### src/rtl/tekbot_pkg.sv
// rtl/tekbot_pkg.sv - shared types and timing constants for the TekBot whisker front end
package tekbot_pkg;

  // Event-holding state of the hit latch
  typedef enum logic {
    IDLE = 1'b0,
    HELD = 1'b1
  } evt_state_e;

  // Divided system clock that the whisker logic runs on
  localparam int unsigned CLK_HZ = 2_080_000;

  // A switch level must be stable this long before it is believed
  localparam int unsigned DEBOUNCE_MS = 10;

  // 2.08 MHz * 10 ms = 20800 samples
  localparam int unsigned DEBOUNCE_CYCLES_DEFAULT = (CLK_HZ / 1000) * DEBOUNCE_MS;

endpackage

### src/rtl/tekbot_whisker_rx_if.sv
// rtl/tekbot_whisker_rx_if.sv - whisker pins, ack and hit flags between switches and motion FSM
interface tekbot_whisker_rx_if;

  logic whisker_l_i;
  logic whisker_r_i;
  logic ack_i;
  logic DigitalLDir;
  logic DigitalRDir;
  logic hit_valid_o;
  logic stable_l_o;
  logic stable_r_o;

  // Whisker receiver side
  modport slave (
    input  whisker_l_i, whisker_r_i, ack_i,
    output DigitalLDir, DigitalRDir, hit_valid_o, stable_l_o, stable_r_o
  );

  // Board pins plus motion FSM side
  modport master (
    output whisker_l_i, whisker_r_i, ack_i,
    input  DigitalLDir, DigitalRDir, hit_valid_o, stable_l_o, stable_r_o
  );

endinterface

### src/rtl/whisker_debounce.sv
// rtl/whisker_debounce.sv - one whisker channel: sync, polarity, debounce counter, press pulse
module whisker_debounce
  import tekbot_pkg::*;
#(
  parameter int unsigned DEBOUNCE_CYCLES = DEBOUNCE_CYCLES_DEFAULT,
  parameter int unsigned CNT_W           = 15,
  parameter bit          RAW_ACTIVE_LOW  = 1'b1
) (
  input  logic clk_i,
  input  logic reset_n,
  input  logic raw_i,
  output logic stable_o,
  output logic press_o
);

  localparam logic [CNT_W-1:0] CNT_LAST = CNT_W'(DEBOUNCE_CYCLES - 1);

  logic             sync1_q, sync1_d;
  logic             sync2_q, sync2_d;
  logic             stable_q, stable_d;
  logic             press_q, press_d;
  logic [CNT_W-1:0] cnt_q, cnt_d;
  logic             differ;

  // Next state: count disagreeing samples, flip the stable level on the last one
  always_comb begin
    sync1_d  = raw_i ^ RAW_ACTIVE_LOW;
    sync2_d  = sync1_q;
    differ   = (sync2_q != stable_q);
    cnt_d    = '0;
    stable_d = stable_q;
    press_d  = 1'b0;
    if (differ) begin
      if (cnt_q == CNT_LAST) begin
        stable_d = ~stable_q;
        // Only a 0->1 move of the stable level is a press; releases are silent
        press_d  = sync2_q;
      end else begin
        cnt_d = cnt_q + 1'b1;
      end
    end
  end

  // Channel state registers, all cleared to "not pressed" on reset
  always_ff @(posedge clk_i or negedge reset_n) begin
    if (!reset_n) begin
      sync1_q  <= 1'b0;
      sync2_q  <= 1'b0;
      stable_q <= 1'b0;
      press_q  <= 1'b0;
      cnt_q    <= '0;
    end else begin
      sync1_q  <= sync1_d;
      sync2_q  <= sync2_d;
      stable_q <= stable_d;
      press_q  <= press_d;
      cnt_q    <= cnt_d;
    end
  end

  assign stable_o = stable_q;
  assign press_o  = press_q;

endmodule

### src/rtl/tekbot_whisker_rx.sv
// rtl/tekbot_whisker_rx.sv - whisker front end; WHISKER_HOLD_EN enables sticky hit flags with ack
module tekbot_whisker_rx
  import tekbot_pkg::*;
#(
  parameter int unsigned DEBOUNCE_CYCLES = DEBOUNCE_CYCLES_DEFAULT,
  parameter int unsigned CNT_W           = 15,
  parameter bit          RAW_ACTIVE_LOW  = 1'b1
) (
  input logic                 clk_i,
  input logic                 reset_n,
  tekbot_whisker_rx_if.slave  bus
);

  logic stable_l, stable_r;
  logic press_l, press_r;
  logic dir_l_q, dir_l_d;
  logic dir_r_q, dir_r_d;
  logic hit_q, hit_d;

  whisker_debounce #(
    .DEBOUNCE_CYCLES (DEBOUNCE_CYCLES),
    .CNT_W           (CNT_W),
    .RAW_ACTIVE_LOW  (RAW_ACTIVE_LOW)
  ) u_deb_l (
    .clk_i    (clk_i),
    .reset_n  (reset_n),
    .raw_i    (bus.whisker_l_i),
    .stable_o (stable_l),
    .press_o  (press_l)
  );

  whisker_debounce #(
    .DEBOUNCE_CYCLES (DEBOUNCE_CYCLES),
    .CNT_W           (CNT_W),
    .RAW_ACTIVE_LOW  (RAW_ACTIVE_LOW)
  ) u_deb_r (
    .clk_i    (clk_i),
    .reset_n  (reset_n),
    .raw_i    (bus.whisker_r_i),
    .stable_o (stable_r),
    .press_o  (press_r)
  );

`ifdef WHISKER_HOLD_EN
  evt_state_e state_q, state_d;

  // Hit latch: presses OR in while held; an ack keeps only a press arriving with it
  always_comb begin
    state_d = state_q;
    dir_l_d = dir_l_q;
    dir_r_d = dir_r_q;
    case (state_q)
      IDLE: begin
        if (press_l || press_r) begin
          dir_l_d = press_l;
          dir_r_d = press_r;
          state_d = HELD;
        end
      end
      HELD: begin
        if (bus.ack_i) begin
          dir_l_d = press_l;
          dir_r_d = press_r;
          state_d = (press_l || press_r) ? HELD : IDLE;
        end else begin
          dir_l_d = dir_l_q | press_l;
          dir_r_d = dir_r_q | press_r;
        end
      end
      default: begin
        dir_l_d = 1'b0;
        dir_r_d = 1'b0;
        state_d = IDLE;
      end
    endcase
    hit_d = dir_l_d | dir_r_d;
  end

  // Event state register
  always_ff @(posedge clk_i or negedge reset_n) begin
    if (!reset_n) state_q <= IDLE;
    else          state_q <= state_d;
  end
`else
  logic unused_hold_inputs;
  assign unused_hold_inputs = ^{press_l, press_r, bus.ack_i};

  // Flags simply follow the debounced levels, one register later
  always_comb begin
    dir_l_d = stable_l;
    dir_r_d = stable_r;
    hit_d   = stable_l | stable_r;
  end
`endif

  // Registered flag outputs
  always_ff @(posedge clk_i or negedge reset_n) begin
    if (!reset_n) begin
      dir_l_q <= 1'b0;
      dir_r_q <= 1'b0;
      hit_q   <= 1'b0;
    end else begin
      dir_l_q <= dir_l_d;
      dir_r_q <= dir_r_d;
      hit_q   <= hit_d;
    end
  end

  assign bus.DigitalLDir = dir_l_q;
  assign bus.DigitalRDir = dir_r_q;
  assign bus.hit_valid_o = hit_q;
  assign bus.stable_l_o  = stable_l;
  assign bus.stable_r_o  = stable_r;

endmodule

### src/flat_wrapper.sv
// flat-port wrapper written by rule: the top's interface ports become plain ports
module tekbot_whisker_rx_flat import tekbot_pkg::*;
#(
  parameter int unsigned DEBOUNCE_CYCLES = DEBOUNCE_CYCLES_DEFAULT,
  parameter int unsigned CNT_W           = 15,
  parameter bit          RAW_ACTIVE_LOW  = 1'b1
)
  (clk_i, reset_n, bus_whisker_l_i, bus_whisker_r_i, bus_ack_i, bus_DigitalLDir, bus_DigitalRDir, bus_hit_valid_o, bus_stable_l_o, bus_stable_r_o);
  tekbot_whisker_rx_if bus_i ();
  input logic clk_i;
  input logic reset_n;
  input wire logic [$bits(bus_i.whisker_l_i)-1:0] bus_whisker_l_i;
  input wire logic [$bits(bus_i.whisker_r_i)-1:0] bus_whisker_r_i;
  input wire logic [$bits(bus_i.ack_i)-1:0] bus_ack_i;
  output wire logic [$bits(bus_i.DigitalLDir)-1:0] bus_DigitalLDir;
  output wire logic [$bits(bus_i.DigitalRDir)-1:0] bus_DigitalRDir;
  output wire logic [$bits(bus_i.hit_valid_o)-1:0] bus_hit_valid_o;
  output wire logic [$bits(bus_i.stable_l_o)-1:0] bus_stable_l_o;
  output wire logic [$bits(bus_i.stable_r_o)-1:0] bus_stable_r_o;
  assign bus_i.whisker_l_i = bus_whisker_l_i;
  assign bus_i.whisker_r_i = bus_whisker_r_i;
  assign bus_i.ack_i = bus_ack_i;
  assign bus_DigitalLDir = bus_i.DigitalLDir;
  assign bus_DigitalRDir = bus_i.DigitalRDir;
  assign bus_hit_valid_o = bus_i.hit_valid_o;
  assign bus_stable_l_o = bus_i.stable_l_o;
  assign bus_stable_r_o = bus_i.stable_r_o;
  tekbot_whisker_rx #(.DEBOUNCE_CYCLES(DEBOUNCE_CYCLES), .CNT_W(CNT_W), .RAW_ACTIVE_LOW(RAW_ACTIVE_LOW)) u_core (.clk_i(clk_i), .reset_n(reset_n), .bus(bus_i));
endmodule
### config.mk
export PLATFORM = sky130hd
export DESIGN_NAME = tekbot_whisker_rx_flat
export DESIGN_NICKNAME = d
export VERILOG_FILES = /design/src/rtl/tekbot_pkg.sv /design/src/rtl/tekbot_whisker_rx_if.sv /design/src/rtl/whisker_debounce.sv /design/src/rtl/tekbot_whisker_rx.sv /design/src/flat_wrapper.sv
export SDC_FILE = /design/constraint.sdc
export NUM_CORES = 1
export LEC_CHECK = 0
export BUFFER_PORTS_ARGS = -buffer_cell sky130_fd_sc_hd__buf_2
export CAP_MARGIN = 0
export CORE_MARGIN = 1.5
export CORE_UTILIZATION = 57
export CTS_BUF_LIST = sky130_fd_sc_hd__clkbuf_4
export CTS_CLUSTER_SIZE = 16
export DETAILED_ROUTE_END_ITERATION = 7
export PLACE_DENSITY = 0.82
export SYNTH_ARGS = -nofsm -noshare
export SYNTH_HDL_FRONTEND = slang
export SYNTH_HIERARCHICAL = 1
export SYNTH_SLANG_ARGS = --single-unit
### constraint.sdc
create_clock -name clk_i -period 1.75 [get_ports clk_i]
set_input_delay 0.175 -clock clk_i [delete_from_list [all_inputs] [get_ports clk_i]]
set_output_delay 0.175 -clock clk_i [all_outputs]
set_load 0.005 [all_outputs]
# Word level (Yosys, flattened, before mapping)
# Index checks and enable logic that the tools add are counted.
[classes]
bitwise = 5
n_reduce_logical = 2
muxes = 4
n_eq_ne = 4
addsub = 2
[op_table]
columns = ["cell", "count"]
rows = [
  ["2-to-1 mux 15 bit", 4],
  ["adder 15 x 1 -> 15 bit (second input constant)", 2],
  ["equality test 15 bit (second input constant)", 2],
  ["inverter 1 bit", 4],
  ["AND reduction 2 bit", 2],
  ["inequality test 1 bit", 2],
  ["bitwise OR 1 bit", 1],
]
[word_totals]
register_bits = 39

# Depth between registers and ports, before layout
# Gate-level depths: netlist of the first run.
[logic_depth]
ltp_word = 3
depth_mapped = 6
depth_no_buf = 5

# Cells and area by module
# The synthesis of the first run kept the hierarchy.
[modules_own_cells]
columns = ["mod", "instances", "cells_per_inst", "area_per_inst_um2", "seq_area_each_um2"]
rows = [
  ["whisker_debounce", 2, 81, 913.4, 475.5],
  ["tekbot_whisker_rx", 1, 4, 81.3, 75.1],
]

# Worst setup path after synthesis of the first run
# Ideal clock, no wire load.
[synth_path]
path_kind = "reg-to-reg"
start = "register u_core.u_deb_l.cnt_q[0]"
end = "register u_core.u_deb_l.stable_q, in the netlist u_core/u_deb_l/stable_o"
arrival_time_ns = 1.301
path_slack_ns = 0.322
required_ns = 1.622
synth_period_minus_slack_ns = 1.428
path_stages_with_launch = 5
setup_time_ns = 0.128
path_cell_list = "dfrtp_1 ha_1 and3_2 nand4_2 mux2_1"
[synth_between]
elab_chain_cells = 2
[synth_lines]
columns = ["element", "line_no", "source"]
rows = [
  ["start: declaration", "whisker_debounce.sv:22", "logic [CNT_W-1:0] cnt_q, cnt_d;"],
  ["start signal: assignment", "whisker_debounce.sv:57", "cnt_q <= cnt_d;"],
  ["equality test 15 bit", "whisker_debounce.sv:34", "if (cnt_q == CNT_LAST) begin"],
  ["AND reduction 2 bit (no source line)", "n/a", ""],
  ["end signal: assignment", "whisker_debounce.sv:55", "stable_q <= stable_d;"],
  ["end: declaration", "whisker_debounce.sv:20", "logic stable_q, stable_d;"],
]
# Every way passes these cells.
# A chain may end at the register's enable or synchronous reset.

# Worst setup path after layout of the first run
[layout_path]
start = "register u_core.u_deb_r.cnt_q[0]"
end = "register u_core.u_deb_r.cnt_q[10]"
[layout_between]
elab_chain_cells = 3
word_cells_on_any_way = 4
cone_classes = "1 x add/sub; 1 x eq/ne; 2 x mux"
[layout_lines]
columns = ["element", "line_no", "source"]
rows = [
  ["start: declaration", "whisker_debounce.sv:22", ""],
  ["start signal: assignment", "whisker_debounce.sv:57", ""],
  ["adder 15 x 1 -> 15 bit / equality test 15 bit (equally long branches)", "whisker_debounce.sv:39, whisker_debounce.sv:34", ""],
  ["2-to-1 mux 15 bit *", "whisker_debounce.sv:34", ""],
  ["2-to-1 mux 15 bit *", "whisker_debounce.sv:33", "if (differ) begin"],
  ["named net u_core.u_deb_r.cnt_d[10]", "whisker_debounce.sv:22", ""],
]
# The timed path passes the listed nets; every way through them passes the cells marked *.

==> results.toml, run 1 <==
[die]
die_w_um = 59.9
initial_core_util = 0.604
coreArea_mm2 = 0.00305
fp-row-count = 20
dieArea_mm2 = 0.00358
io_pins = 10
die_h_um = 59.9

[status]
status = "completed"

[power]
pwr-share-comb = 0.036
internal_power_mw = 1.25
seqPwrFrac = 0.587
p_sw_frac = 0.216
switchingPower_uw = 343
pwr-share-clk = 0.377
pwr_density_cell_mw_per_mm2 = 783
vdd_ir_drop_max_mv = 0.622
leakagePower_nw = 0.903

[logic_synthesis]
syn_nets = 169
synth_cells = 162
synth_warnings = 6
synthesis.area_mm2 = 0.00184
synth_area_per_cell_um2 = 11.4

[routing]
first_pass_iters = 4
viasPerCell = 5.28
initialDrtViolationCount = 72
antenna_left = 0
drt_drc_violations_left = 0
drt-total-wl_um = 3320
vias = 1173
wl_per_cell_um = 15.0

[timing]
setup_tns_ps = 0
rsz0062_at_grt = "false"
period_needed_ps = 1550
fin_skew_ps = 5.94
drv_slew = 0
tightestPinTransition_ps = 841
fin_ws_ps = 203
setup_violations = 0
report.final.hold_viol_count = 0
fmax_mhz = 646
slew_headroom = 0.439
finalCritPeriodShare = 0.884

[clocking]
clockBufferDepth = 2
numCtsBuffers = 5
post-cts-setup-buffers = 0
cts_tree = "done"
clk_latency_ps = 350
cts_root_buf = "clkbuf_4"
post_cts_resized = 0
cts.sinks = 39
htree_num_levels = 2
ctsHoldBuffers = 3
clk_pin_slew_ps = 110

[critical_path]
setup.worst_path.start_class = "flip-flop"
worstSetupPathType = "reg -> reg"
cp-end-kind = "flip-flop"
worst-path-max-fanout = 13
worstPathRequired_ps = 2030
cp.arrival_ps = 1820

[global_route]
antenna_found_initial = 0
grt_pass1_vias = 1247
overflow = 0
grt_start_max_net_pins = 40
grt_pass1_wl_um = 5700
grtUsageTotal = 0.224

[final_layout]
regArea_um2 = 976
n_antenna_cell = 0
fillers = 273
drive_gt1_frac = 0.197
multi_input_area_um2 = 822
area_growth_syn_to_layout_pct = 10.0
nets = 185

[flow_run]
cap_violations = 0

[placement]
place_congestion = 0.819
dp_hpwl_um = 2200
place_worst_setup_slack_ps = 224
port_buffers = 8

[worst_hold_path]
hold_class = "reg -> reg"
==> worst max-delay path, stage by stage, from the launching register on <==
cell and delay, ps:
dfrtp_1 440, ha_1 250, and3_2 250, nand4_2 130, nand2_2 200, nor2_1 200
==> registers in the layout (all words and copies together) (netlist names) <==
| register | cells |
|---|---|
| u_core/bus.DigitalLDir | 1 |
| u_core/bus.DigitalRDir | 1 |
| u_core/bus.hit_valid_o | 1 |
| u_core/u_deb_l/cnt_q | 15 |
| u_core/u_deb_l/stable_o | 1 |
| u_core/u_deb_l/sync1_q | 1 |
| u_core/u_deb_l/sync2_q | 1 |
| u_core/u_deb_r/cnt_q | 15 |
| u_core/u_deb_r/stable_o | 1 |
| u_core/u_deb_r/sync1_q | 1 |
| u_core/u_deb_r/sync2_q | 1 |
==> stage by stage <==
step                hold WS [ps]   util  std cells  total power, mW  instance area [um2]
floorplan                   -121      -        162            0.975                 1840
global placement             299  0.630        212            0.998                 1920
detailed placement           321  0.630        212             1.00                 1920
CTS                          356  0.664        222             1.60                 2030
global route                 369  0.664        222             1.64                 2030
finish                       363  0.664        222             1.59                 2030
==> placed cells by master (no fill, tap or decap), types with 3 or more instances in the layout <==
cell type	instances
nand2_1	4
nor3_1	8
nand3_1	10
buf_2	8
nor4_2	6
dlygate4sd3_1	3
nor2_1	30
xor2_1	6
nand4_2	4
clkbuf_4	6
xnor2_1	22
dfrtp_1	39
inv_1	8
==> final timing paths <==
path                                         startpoint                        to  slack, ps  depth (start not counted)
worst max register to register  u_core/u_deb_r/cnt_q[0]  u_core/u_deb_r/cnt_q[10]        200                          5
max in group asynchronous                       reset_n   u_core/u_deb_l/stable_o        770                          2
min in group asynchronous                       reset_n   u_core/u_deb_r/cnt_q[0]        450                          2
worst max-delay path            u_core/u_deb_r/cnt_q[0]  u_core/u_deb_r/cnt_q[10]        200                          5
worst min register to register   u_core/u_deb_l/sync1_q    u_core/u_deb_l/sync2_q        360                          0
worst min-delay path             u_core/u_deb_l/sync1_q    u_core/u_deb_l/sync2_q        360                          0
==> layout make-up <==
class,count,share of cell area
Clock buffer,6,0.0222
Clock inverter,1,0.0148
Inverter,8,0.0148
Multi-Input combinational cell,113,0.405
Sequential cell,39,0.481
Tap cell,44,0.0271
Timing Repair Buffer,11,0.0345
==> power groups by stage <==
stage | Sequential (mW) | Clock, mW | Combinational (mW)
floorplan | 0.947 | 0 | 0.0282
global placement | 0.948 | 0 | 0.0496
detailed placement | 0.951 | 0 | 0.0523
CTS | 0.933 | 0.609 | 0.0579
global route | 0.936 | 0.643 | 0.0657
finish | 0.933 | 0.599 | 0.0570
==> layer usage <==
layer | wire (um) | GRT usage | part of all wire
met1 | 1380 | 0.250 | 0.41
met2 | 1790 | 0.388 | 0.54
met3 | 65 | 0.0455 | 0.020
met4 | 93 | 0.137 | 0.028
met5 | 0 | 0 | 0
(Power assumes the default switching activity.)
==> run 2: changes to the inputs <==
--- a/config.mk
+++ b/config.mk
@@ -9,7 +9,6 @@
 export CAP_MARGIN = 0
 export CORE_MARGIN = 1.5
 export CORE_UTILIZATION = 57
-export CTS_BUF_LIST = sky130_fd_sc_hd__clkbuf_4
 export CTS_CLUSTER_SIZE = 16
 export DETAILED_ROUTE_END_ITERATION = 7
 export PLACE_DENSITY = 0.82
==> run 2 against run 1 <==
Compared with the run above: global-route usage barely moved; core utilization fell by 0.12 points; sequential share of layout area rose by 0.089 points; design area fell by 0.19%; first-iteration DRC count rose by 5.6%; non-clock buffer count did not move; flip-flop and latch count did not move; die area did not move; total power fell by 1.1%; routed wire length fell by 1.0%; critical path type unchanged; critical endpoint unchanged; largest power group unchanged; highest routed layer unchanged.
==> results.toml, run 2 (synthesized netlist as in run 1, its figures left out) <==
[routing]
drt_drc_violations_left = 0
vias = 1180
initialDrtViolationCount = 76
drt-total-wl_um = 3290
antenna_left = 0
viasPerCell = 5.32
wl_per_cell_um = 14.8
first_pass_iters = 4

[die]
dieArea_mm2 = 0.00358
initial_core_util = 0.604
die_w_um = 59.9
fp-row-count = 20
io_pins = 10
die_h_um = 59.9
coreArea_mm2 = 0.00305

[final_layout]
area_growth_syn_to_layout_pct = 9.84
fin_area_mm2 = 0.00202
n_antenna_cell = 0
nets = 185
drive_gt1_frac = 0.191
layout_common_cells = "39 x dfrtp_1, 30 x nor2_1, 22 x xnor2_1"
reg_top3 = "u_core/u_deb_l/cnt_q (15), u_core/u_deb_r/cnt_q (15)"
mostFrequentLayoutCell = "dfrtp_1"

[timing]
tightestPinTransition_ps = 841
finalCritPeriodShare = 0.874
fmax_mhz = 654
setup_tns_ps = 0
period_needed_ps = 1530
slew_headroom = 0.440
report.final.hold_viol_count = 0
setup_violations = 0
fin_ws_ps = 220
fin_skew_ps = 5.94
rsz0062_at_grt = "false"
drv_slew = 0

[status]
status = "completed"

[critical_path]
setup.worst_path.start_class = "flip-flop"
cpMaxStageDelayCell = "dfrtp_1"
crit_chain = "ha_1, and3_2, nand4_2, nand2_2, nor2_1"
worstPathRequired_ps = 2030
cp_num_buf_inv = 0
rrSetupSlack_ps = 220
cp_top_family = "simple AND/OR/NAND/NOR gates"
worst-path-max-fanout = 13
cp.arrival_ps = 1810
cp-end-kind = "flip-flop"
worstSetupPathType = "reg -> reg"
critPathMaxStageDelay_ps = 440

[clocking]
cts.sinks = 39
htree_num_levels = 2
cts_root_buf = "clkbuf_4"
post-cts-setup-buffers = 0
numCtsBuffers = 5
clk_pin_slew_ps = 110
cts_tree = "done"
clk_latency_ps = 350
clockBufferDepth = 2

[placement]
place_worst_setup_slack_ps = 224
place_congestion = 0.819
place_area_mm2 = 0.00192
port_buffers = 8
dp_hpwl_um = 2200

[power]
leakagePower_nw = 0.899
pwr_density_cell_mw_per_mm2 = 776
vdd_ir_drop_max_mv = 0.622

[global_route]
antenna_found_initial = 0
grt_start_max_net_pins = 40
grt_pass1_vias = 1262
grt_pass1_wl_um = 5710
grtUsageTotal = 0.224
overflow = 0

[flow_run]
cap_violations = 0

[worst_hold_path]
hold_class = "reg -> reg"
-- run 2: worst register-to-register path: cells and delay by family, from the launching register on --
| family | cells | cell delay [ps] |
|---|---|---|
| DFF | 1 | 440 |
| and+or+nand+nor | 4 | 760 |
| adders and majority gates | 1 | 250 |
-- run 2: final timing paths --
kind / start / to / cells after the start
worst max-delay path: u_core/u_deb_r/cnt_q[0] / u_core/u_deb_r/cnt_q[10] / 5
worst min-delay path: u_core/u_deb_l/sync1_q / u_core/u_deb_l/sync2_q / 0
worst max register to register: u_core/u_deb_r/cnt_q[0] / u_core/u_deb_r/cnt_q[10] / 5
worst min register to register: u_core/u_deb_l/sync1_q / u_core/u_deb_l/sync2_q / 0
max in group asynchronous: reset_n / u_core/u_deb_l/stable_o / 2
min in group asynchronous: reset_n / u_core/u_deb_r/cnt_q[3] / 2
-- run 2: timing repair --
item,in CTS,in global routing
gates resized for setup,0,0
hold buffers,3,0
endpoints found under the hold margin,41,0
-- run 2: layout make-up --
| class | instances | area [um2] |
|---|---|---|
| timing repair buffer | 11 | 70.1 |
| fill | 273 | 1030 |
| sequential | 39 | 976 |
| clock inverter | 1 | 30.0 |
| multi-input combinational | 113 | 822 |
| tap | 44 | 55.1 |
| inverter | 8 | 30.0 |
| clock buffer | 6 | 41.3 |
-- run 2: per-stage QoR --
| step | hold WS [ps] | power (mW) | util | std cells |
|---|---|---|---|---|
| final | 363 | 1.57 | 0.663 | 222 |
| after global routing | 369 | 1.63 | 0.663 | 222 |
| after detailed placement | 321 | 1.00 | 0.630 | 212 |
| after floorplan | -121 | 0.975 | - | 162 |
| after CTS | 356 | 1.58 | 0.663 | 222 |
| after global placement | 299 | 0.998 | 0.630 | 212 |
-- run 2: power breakdown --
group          internal [mW]  switching, mW  leakage (nW)
Clock                  0.294          0.288        0.0383
Sequential             0.917         0.0163         0.531
Combinational         0.0191         0.0373         0.330
Total                   1.23          0.341         0.899
-- run 2: per-layer routing --
| layer | wire length [um] | vias up | GRT usage | part of all wire |
|---|---|---|---|---|
| met2 | 1780 | 16 | 0.393 | 0.54 |
| met5 | 0 | - | 0 | 0 |
| met4 | 93 | 0 | 0.130 | 0.028 |
| met3 | 82 | 10 | 0.0455 | 0.025 |
| li1 | - | 576 | - | - |
| met1 | 1340 | 578 | 0.249 | 0.41 |
==> run 3: changes to the inputs <==
--- a/config.mk
+++ b/config.mk
@@ -5,10 +5,12 @@
 export SDC_FILE = /design/constraint.sdc
 export NUM_CORES = 1
 export LEC_CHECK = 0
+export ABC_AREA = 1
 export BUFFER_PORTS_ARGS = -buffer_cell sky130_fd_sc_hd__buf_2
 export CAP_MARGIN = 0
 export CORE_MARGIN = 1.5
 export CORE_UTILIZATION = 57
+export CTS_BUF_LIST = sky130_fd_sc_hd__clkbuf_16
 export CTS_CLUSTER_SIZE = 16
 export DETAILED_ROUTE_END_ITERATION = 7
 export PLACE_DENSITY = 0.82
@@ -16,3 +18,4 @@
 export SYNTH_HDL_FRONTEND = slang
 export SYNTH_HIERARCHICAL = 1
 export SYNTH_SLANG_ARGS = --single-unit
+export TNS_END_PERCENT = 20
==> run 3 against run 2 <==
Compared with the run above: routed wire length up 10%; design area up 15%; global-route usage down 1.1 points; critical endpoint is now u_core/u_deb_r/cnt_q[8]; flip-flop and latch count unchanged; synthesized area up 11%; fmax up 15%; clock power up 79%.
==> results.toml, run 3 <==
[placement]
port_buffers = 8
place_congestion = 0.822
place_worst_setup_slack_ps = 473
dp_hpwl_um = 2470

[clocking]
clk_pin_slew_ps = 60
post-cts-setup-buffers = 0
clk_latency_ps = 280
numCtsBuffers = 5
cts.sinks = 39
cts_root_buf = "clkbuf_16"
clockBufferDepth = 2
htree_num_levels = 2
cts_tree = "done"

[routing]
wl_per_cell_um = 11.5
initialDrtViolationCount = 59
drt-total-wl_um = 3620
drt_drc_violations_left = 0
first_pass_iters = 4
vias = 1592
antenna_left = 0
viasPerCell = 5.04

[die]
dieArea_mm2 = 0.00396
die_w_um = 62.9
io_pins = 10
coreArea_mm2 = 0.00339
initial_core_util = 0.604
die_h_um = 62.9
fp-row-count = 21

[timing]
tightestPinTransition_ps = 476
finalCritPeriodShare = 0.762
period_needed_ps = 1330
setup_tns_ps = 0
report.final.hold_viol_count = 0
fin_skew_ps = 5.91
fmax_mhz = 750
drv_slew = 0
rsz0062_at_grt = "false"
fin_ws_ps = 416
slew_headroom = 0.683
setup_violations = 0

[final_layout]
reg_top3 = "u_core/u_deb_l/cnt_q (15), u_core/u_deb_r/cnt_q (15)"
area_growth_syn_to_layout_pct = 14.0
mostFrequentLayoutCell = "nand2_1"
n_antenna_cell = 0
post-route-util = 0.688
nets = 276
layout_common_cells = "55 x nand2_1, 52 x nor2_1, 39 x dfrtp_1"
drive_gt1_frac = 0.159

[power]
leakagePower_nw = 1.03
vdd_ir_drop_max_mv = 0.764
pwr_density_cell_mw_per_mm2 = 876

[flow_run]
cap_violations = 0

[critical_path]
worstSetupPathType = "reg -> reg"
cp-end-kind = "flip-flop"
worstPathRequired_ps = 1970
rrSetupSlack_ps = 420
setup.worst_path.start_class = "flip-flop"
worst-path-max-fanout = 3
cp.arrival_ps = 1550

[global_route]
overflow = 0
grtUsageTotal = 0.213
grt_pass1_wl_um = 6610
grt_start_max_net_pins = 40
antenna_found_initial = 0
grt_pass1_vias = 1564

[logic_synthesis]
synth_area_per_cell_um2 = 8.12
syn_nets = 259
synthesis.area_mm2 = 0.00205
synth_warnings = 6
synth_cells = 252

[worst_hold_path]
hold_class = "in -> reg"

[status]
status = "completed"
==> run 3: worst paths after layout <==
check / start / end / depth (start not counted)
worst max-delay path: u_core/u_deb_r/cnt_q[0] / u_core/u_deb_r/cnt_q[8] / 7
worst min-delay path: bus_whisker_r_i / u_core/u_deb_r/sync1_q / 2
worst max register to register: u_core/u_deb_r/cnt_q[0] / u_core/u_deb_r/cnt_q[8] / 7
worst min register to register: u_core/u_deb_r/sync1_q / u_core/u_deb_r/sync2_q / 0
max in group asynchronous: reset_n / u_core/u_deb_l/cnt_q[1] / 3
min in group asynchronous: reset_n / u_core/u_deb_r/cnt_q[14] / 3
==> run 3: repair_timing <==
action,in CTS,in global routing
hold buffers,1,0
endpoints found under the hold margin,39,0
gates resized for setup,0,0
==> run 3: worst max-delay path, cell delays in order, from the launching register on <==
cell     delay, ps
dfrtp_1        390
ha_1           260
nand3_1        140
nor2_1         200
nand2_1         70
nand2_1         60
o21ai_0         60
nor2_1          80
==> run 3: final cells by class <==
type,instances,area (um2)
sequential,39,976
multi-input combinational,179,940
clock inverter,3,46.3
clock buffer,5,125
inverter,34,130
fill,262,1060
timing repair buffer,10,57.6
tap,46,57.6
==> run 3: power by group <==
part	switching, mW	leakage, nW	internal, mW
Sequential	0.0138	0.531	0.918
Clock	0.360	0.0804	0.676
Combinational	0.0503	0.420	0.0231
==> run 3: per-layer routing <==
metal  vias up  part of all wire  track usage
met5         -                 0            0
met4         0             0.017       0.0806
met3         9             0.050       0.0486
met2        36              0.47        0.351
met1       743              0.46        0.274
li1        804                 -            -
==> run 3: metrics by stage <==
step                      hold slack, ps  std cells  instance area [um2]  power [mW]
after floorplan                     -121        252                 2050       0.985
after global placement               250        307                 2150        1.02
after detailed placement             256        307                 2150        1.02
after CTS                           26.5        316                 2330        2.07
after global routing                29.4        316                 2330        2.10
final                               29.2        316                 2330        2.04
